==> src/rtl/fp_mult_arbiter.sv <==
// rtl/fp_mult_arbiter.sv - round-robin arbiter sharing one pipelined fixed-point multiplier
// Grants one requester per cycle, registers its operands, and returns the tagged product.
module fp_mult_arbiter #(
  parameter int W_len    = 16,
  parameter int W_fract  = 14,
  parameter int N_REQ    = 4,
  parameter int MULT_LAT = 1
) (
  input  logic                          clk,
  input  logic                          reset,
  input  logic [N_REQ-1:0]              req_valid,
  input  logic [N_REQ*W_len-1:0]        req_a,
  input  logic [N_REQ*W_len-1:0]        req_b,
  output logic [N_REQ-1:0]              req_ready,
  output logic [W_len-1:0]              mult_a,
  output logic [W_len-1:0]              mult_b,
  input  logic [W_len-1:0]              mult_product,
  input  logic                          mult_overflow,
  input  logic                          mult_underflow,
  output logic                          rsp_valid,
  output logic [$clog2(N_REQ)-1:0]      rsp_id,
  output logic [W_len-1:0]              rsp_product,
  output logic                          rsp_overflow,
  output logic                          rsp_underflow,
  output logic [$clog2(MULT_LAT+2)-1:0] in_flight
);

  localparam int IW    = $clog2(N_REQ);
  localparam int FW    = $clog2(MULT_LAT+2);
  localparam int DEPTH = MULT_LAT + 1;

  if (N_REQ < 2 || N_REQ > 8 || MULT_LAT < 1 || W_fract >= W_len) begin : g_bad_params
    $error("fp_mult_arbiter: unsupported parameter set");
  end

  logic [IW-1:0]    ptr;
  logic [IW-1:0]    ptr_next;
  logic             gnt_valid;
  logic [IW-1:0]    gnt_id;
  logic [W_len-1:0] sel_a;
  logic [W_len-1:0] sel_b;
  logic [DEPTH-1:0] tag_valid;
  logic [IW-1:0]    tag_id [DEPTH];
  logic             tail_valid;

  always_comb begin
    int          j;
    logic [IW-1:0] idx;
    req_ready = '0;
    gnt_valid = 1'b0;
    gnt_id    = '0;
    j         = 0;
    idx       = '0;
    for (int k = 0; k < N_REQ; k++) begin
      j = int'(ptr) + k;
      if (j >= N_REQ) j = j - N_REQ;
      idx = IW'(j);
      if (!gnt_valid && req_valid[idx]) begin
        gnt_valid = 1'b1;
        gnt_id    = idx;
      end
    end
    if (gnt_valid) req_ready[gnt_id] = 1'b1;
  end

  always_comb begin
    sel_a    = req_a[gnt_id*W_len +: W_len];
    sel_b    = req_b[gnt_id*W_len +: W_len];
    ptr_next = (gnt_id == IW'(N_REQ-1)) ? '0 : gnt_id + 1'b1;
  end

  // Tag pipe is one stage longer than MULT_LAT: the operand register adds a cycle.
  assign tail_valid = tag_valid[DEPTH-1];

  always_ff @(posedge clk or negedge reset) begin
    if (!reset) begin
      ptr       <= '0;
      mult_a    <= '0;
      mult_b    <= '0;
      tag_valid <= '0;
      for (int k = 0; k < DEPTH; k++) tag_id[k] <= '0;
    end else begin
      if (gnt_valid) begin
        mult_a <= sel_a;
        mult_b <= sel_b;
        ptr    <= ptr_next;
      end
      tag_valid <= {tag_valid[DEPTH-2:0], gnt_valid};
      tag_id[0] <= gnt_id;
      for (int k = 1; k < DEPTH; k++) tag_id[k] <= tag_id[k-1];
    end
  end

  always_ff @(posedge clk or negedge reset) begin
    if (!reset) begin
      rsp_valid     <= 1'b0;
      rsp_id        <= '0;
      rsp_product   <= '0;
      rsp_overflow  <= 1'b0;
      rsp_underflow <= 1'b0;
    end else begin
      rsp_valid <= tail_valid;
      if (tail_valid) begin
        rsp_id        <= tag_id[DEPTH-1];
        rsp_product   <= mult_product;
        rsp_overflow  <= mult_overflow;
        rsp_underflow <= mult_underflow;
      end
    end
  end

  always_ff @(posedge clk or negedge reset) begin
    if (!reset) begin
      in_flight <= '0;
    end else begin
      case ({gnt_valid, tail_valid})
        2'b10:   in_flight <= in_flight + FW'(1);
        2'b01:   in_flight <= in_flight - FW'(1);
        default: in_flight <= in_flight;
      endcase
    end
  end

endmodule
==> config.mk <==
export PLATFORM = sky130hd
export DESIGN_NAME = fp_mult_arbiter
export DESIGN_NICKNAME = d
export VERILOG_FILES = /design/src/rtl/fp_mult_arbiter.sv
export SDC_FILE = /design/constraint.sdc
export NUM_CORES = 1
export LEC_CHECK = 0
export BUFFER_PORTS_ARGS = -buffer_cell sky130_fd_sc_hd__buf_2
export CORE_MARGIN = 2
export CORE_UTILIZATION = 47
export DETAILED_ROUTE_END_ITERATION = 6
export PLACE_DENSITY = 0.92
export SKIP_CTS_REPAIR_TIMING = 1
export SYNTH_ARGS = -nofsm -noshare
export SYNTH_HDL_FRONTEND = slang
export SYNTH_SLANG_ARGS = --single-unit
==> constraint.sdc <==
create_clock -name clk -period 5.4 [get_ports clk]
set_input_delay 0.81 -clock clk [delete_from_list [all_inputs] [get_ports clk]]
set_output_delay 0.81 -clock clk [all_outputs]
set_load 0.1 [all_outputs]
==> results_dict.tcl <==
set metrics [dict create \
    relSlewSlack_pct 42.4 \
    reg2reg_depth 5 \
    pwr-share-clk_pct 13.8 \
    critPathBufInv 4 \
    yosys_warnings 0 \
    detail_route.wl_per_cell_microns 16.8 \
    regToRegEndpoint "mult_a[0]" \
    vias_per_cell 5.66 \
    dieHeight_microns 88.9 \
    num-fill-cells 558 \
    drc 0 \
    seq_power_share_pct 22.4 \
    power_switching_mw 1.97 \
    gp_congestion 0.808 \
    register_area_sq_um 1580 \
    cp_max_fo 35 \
    clk_path_buf_depth 2 \
    diodes 0 \
    max_freq_mhz 256 \
    p_int_mw 1.35 \
    area_growth_pct 38.2 \
    routed_wl_microns 10700 \
    worst_path_largest_cell_delay_ps 500 \
    grt_use_total_pct 26.3 \
    yosysSeqAreaShare_pct 46.5 \
    setup_violations 0 \
    drtPass1Iterations 4 \
    cpMaxStageDelayCell "inv_2" \
    die_area_sq_um 7910 \
    clkSlewWorstSetupHoldPaths_ps 60 \
    drv_slew 0 \
    cts_tree "done" \
    drt_iter0_drc 180 \
    path_cells "buf_2 > nor2b_1 > a21boi_1 > o32ai_4 > buf_4 > inv_2 > ha_1 > and2_1 > buf_2" \
    reg2reg_slack_ps 2890 \
    dr_total_vias 3614 \
    drive_gt1_share_pct 47.0 \
    cts_inserted_buffers 9 \
    critical_path_class "input port to output port" \
    die_w_microns 88.9 \
    cp.required_ps 4590 \
    worst_path_most_repeated_cell "buf_2" \
    ios 211 \
    dp_hpwl_microns 7810 \
    yosys.area.top_type "dfrtp_1" \
    htreeDepth 3 \
    path_depth 9 \
    synth_cell_types 27 \
    synth_area_per_cell_sq_um 9.80 \
    min_period_over_period_pct 72.5 \
    grt_max_degree 68 \
    synth_top_area_share_pct 46.5 \
    multi_input_area_sq_um 1660 \
    power.density_nw_per_um2 707 \
    r2r-start "ptr[1]" \
    min_period_ps 3910 \
    path_delay_family "buffers and inverters" \
    status "finished, final reports clean" \
    combPwrFrac_pct 63.8 \
    grt_pass1_vias 3403 \
    preCtsSetupSlack_ps 1450 \
    port_buffers 210 \
    grt_overflow_total 0 \
    root_buffer "clkbuf_8" \
    final_nets 691 \
    peakVddDrop_mv 0.502 \
    switching_share_pct 59.4 \
    clk_latency_ps 330 \
    hold_path_end "tag_id[1]" \
    row_count 30 \
    start_kind "input port" \
    finalWorstSetupSlack_ps 1490 \
    netlist_top_cells_area "dfrtp_1, and3_1, a221oi_1" \
    initial_core_util_pct 49.4 \
    ys_ff_latch 63 \
    rsz0062_at_grt "no" \
    hold_viol 0 \
    syn_inst 346 \
    max-cap-violations 0 \
    critPathCaptureType "output port" \
    antenna_found_initial 0 \
    hold_class "register to register" \
    p_leak_nw 2.35 \
    worst_pin_slew_ps 864 \
    crit_arrival_ps 3100 \
    syn_area_sq_um 3390 \
    drtAntennaViolNets 0 \
    min_path_cells 0 \
    core_area_sq_um 6870 \
    tns_ps 0 \
    grt_pass1_wl_microns 16000 \
    min_from "tag_id[3]" \
    cts.sinks 63 \
    finClkSkew_ps 8.36 \
    synth_nets 500 \
]
synth_stat cells:
cell type / count
or4_4: 1
o31ai_1: 1
or2_1: 1
xor2_1: 1
and2_1: 1
a221oi_1: 32
a21boi_1: 1
o32ai_2: 1
mux2_2: 20
dfrtp_1: 63
xnor2_1: 2
nor3_2: 1
and3_1: 64
inv_1: 2
clkbuf_1: 24
o21ai_0: 1
a211o_1: 1
nor2_1: 3
o21ai_1: 32
a21oi_1: 2
ha_1: 2
a211oi_1: 34
buf_6: 2
nand2_1: 40
inv_2: 2
buf_2: 9
nor2b_1: 3
through the flow:
step	cell area, sq um	hold slack (ps)	utilization [%]	power [mW]	std cells
after floorplan	3390	331	-	2.49	346
after global placement	4460	331	65.0	2.82	622
after detailed placement	4460	335	65.0	2.87	622
after CTS	4690	349	68.2	3.33	638
after global routing	4690	362	68.2	3.47	638
final	4690	348	68.2	3.32	638
layout make-up:
type | instances | share of cell area (%)
Sequential cell | 63 | 33.6
Tap cell | 96 | 2.56
Timing Repair Buffer | 215 | 23.2
Clock buffer | 13 | 3.39
Clock inverter | 3 | 1.39
Multi-Input combinational cell | 244 | 35.5
Inverter | 4 | 0.320
sequential cells by signal (all words and copies together), names as in the netlist, 2 cells and up:
register	cells
rsp_id	2
mult_b	16
in_flight	2
mult_a	16
tag_id	4
tag_valid	2
ptr	2
rsp_product	16
layer usage:
metal / GRT usage, % / part of all wire, % / wire length (microns) / vias to the layer above
met1: 31.3 / 38 / 4100 / 1715
met5: 0 / 0 / 0 / -
met3: 7.02 / 8.1 / 871 / 15
met2: 47.0 / 52 / 5620 / 194
met4: 7.19 / 1.4 / 146 / 0
li1: - / - / - / 1690
power by group through the flow:
stage | Clock (mW) | Combinational, mW | Sequential, mW
after global placement | 0 | 2.08 | 0.740
after detailed placement | 0 | 2.12 | 0.748
after CTS | 0.463 | 2.12 | 0.743
final | 0.456 | 2.12 | 0.744
after global routing | 0.489 | 2.22 | 0.765
after floorplan | 0 | 0.678 | 1.81
cells in the final DEF, fill, tap and decap left out:
cell	instances
a211o_1	1
a211oi_1	34
a21boi_1	1
a21oi_1	2
a221oi_1	32
and2_1	1
and3_1	64
buf_2	210
buf_4	5
bufinv_16	2
clkbuf_1	2
clkbuf_8	11
clkinv_2	1
dfrtp_1	63
ha_1	2
inv_1	2
inv_2	2
mux2_2	20
nand2_1	39
nand2_2	1
nor2_1	3
nor2b_1	3
nor3_4	1
o21ai_0	1
o21ai_1	32
o31ai_1	1
o32ai_4	1
or2_1	1
or4_4	1
xnor2_1	2
xor2_1	1
how the worst max path moves through the flow:
| stage | from | end |
|---|---|---|
| 2_1_floorplan | req_valid[2] | req_ready[0] |
| 3_3_place_gp | req_valid[2] | req_ready[3] |
| 3_5_place_dp | req_valid[2] | req_ready[3] |
| 4_1_cts | req_valid[2] | req_ready[3] |
| 5_1_grt | req_valid[2] | req_ready[3] |
| 6_report | req_valid[2] | req_ready[3] |
cells by family after synthesis:
| family | after synthesis | share of synthesized area (%) |
|---|---|---|
| xor+xnor | 3 | 0.775 |
| mux | 20 | 6.64 |
| compound gates | 105 | 22.1 |
| buf+inv | 39 | 5.09 |
| simple gates | 114 | 18.1 |
| fa+ha+maj | 2 | 0.738 |
| flops | 63 | 46.5 |
Power figures use the tool's default switching activity.
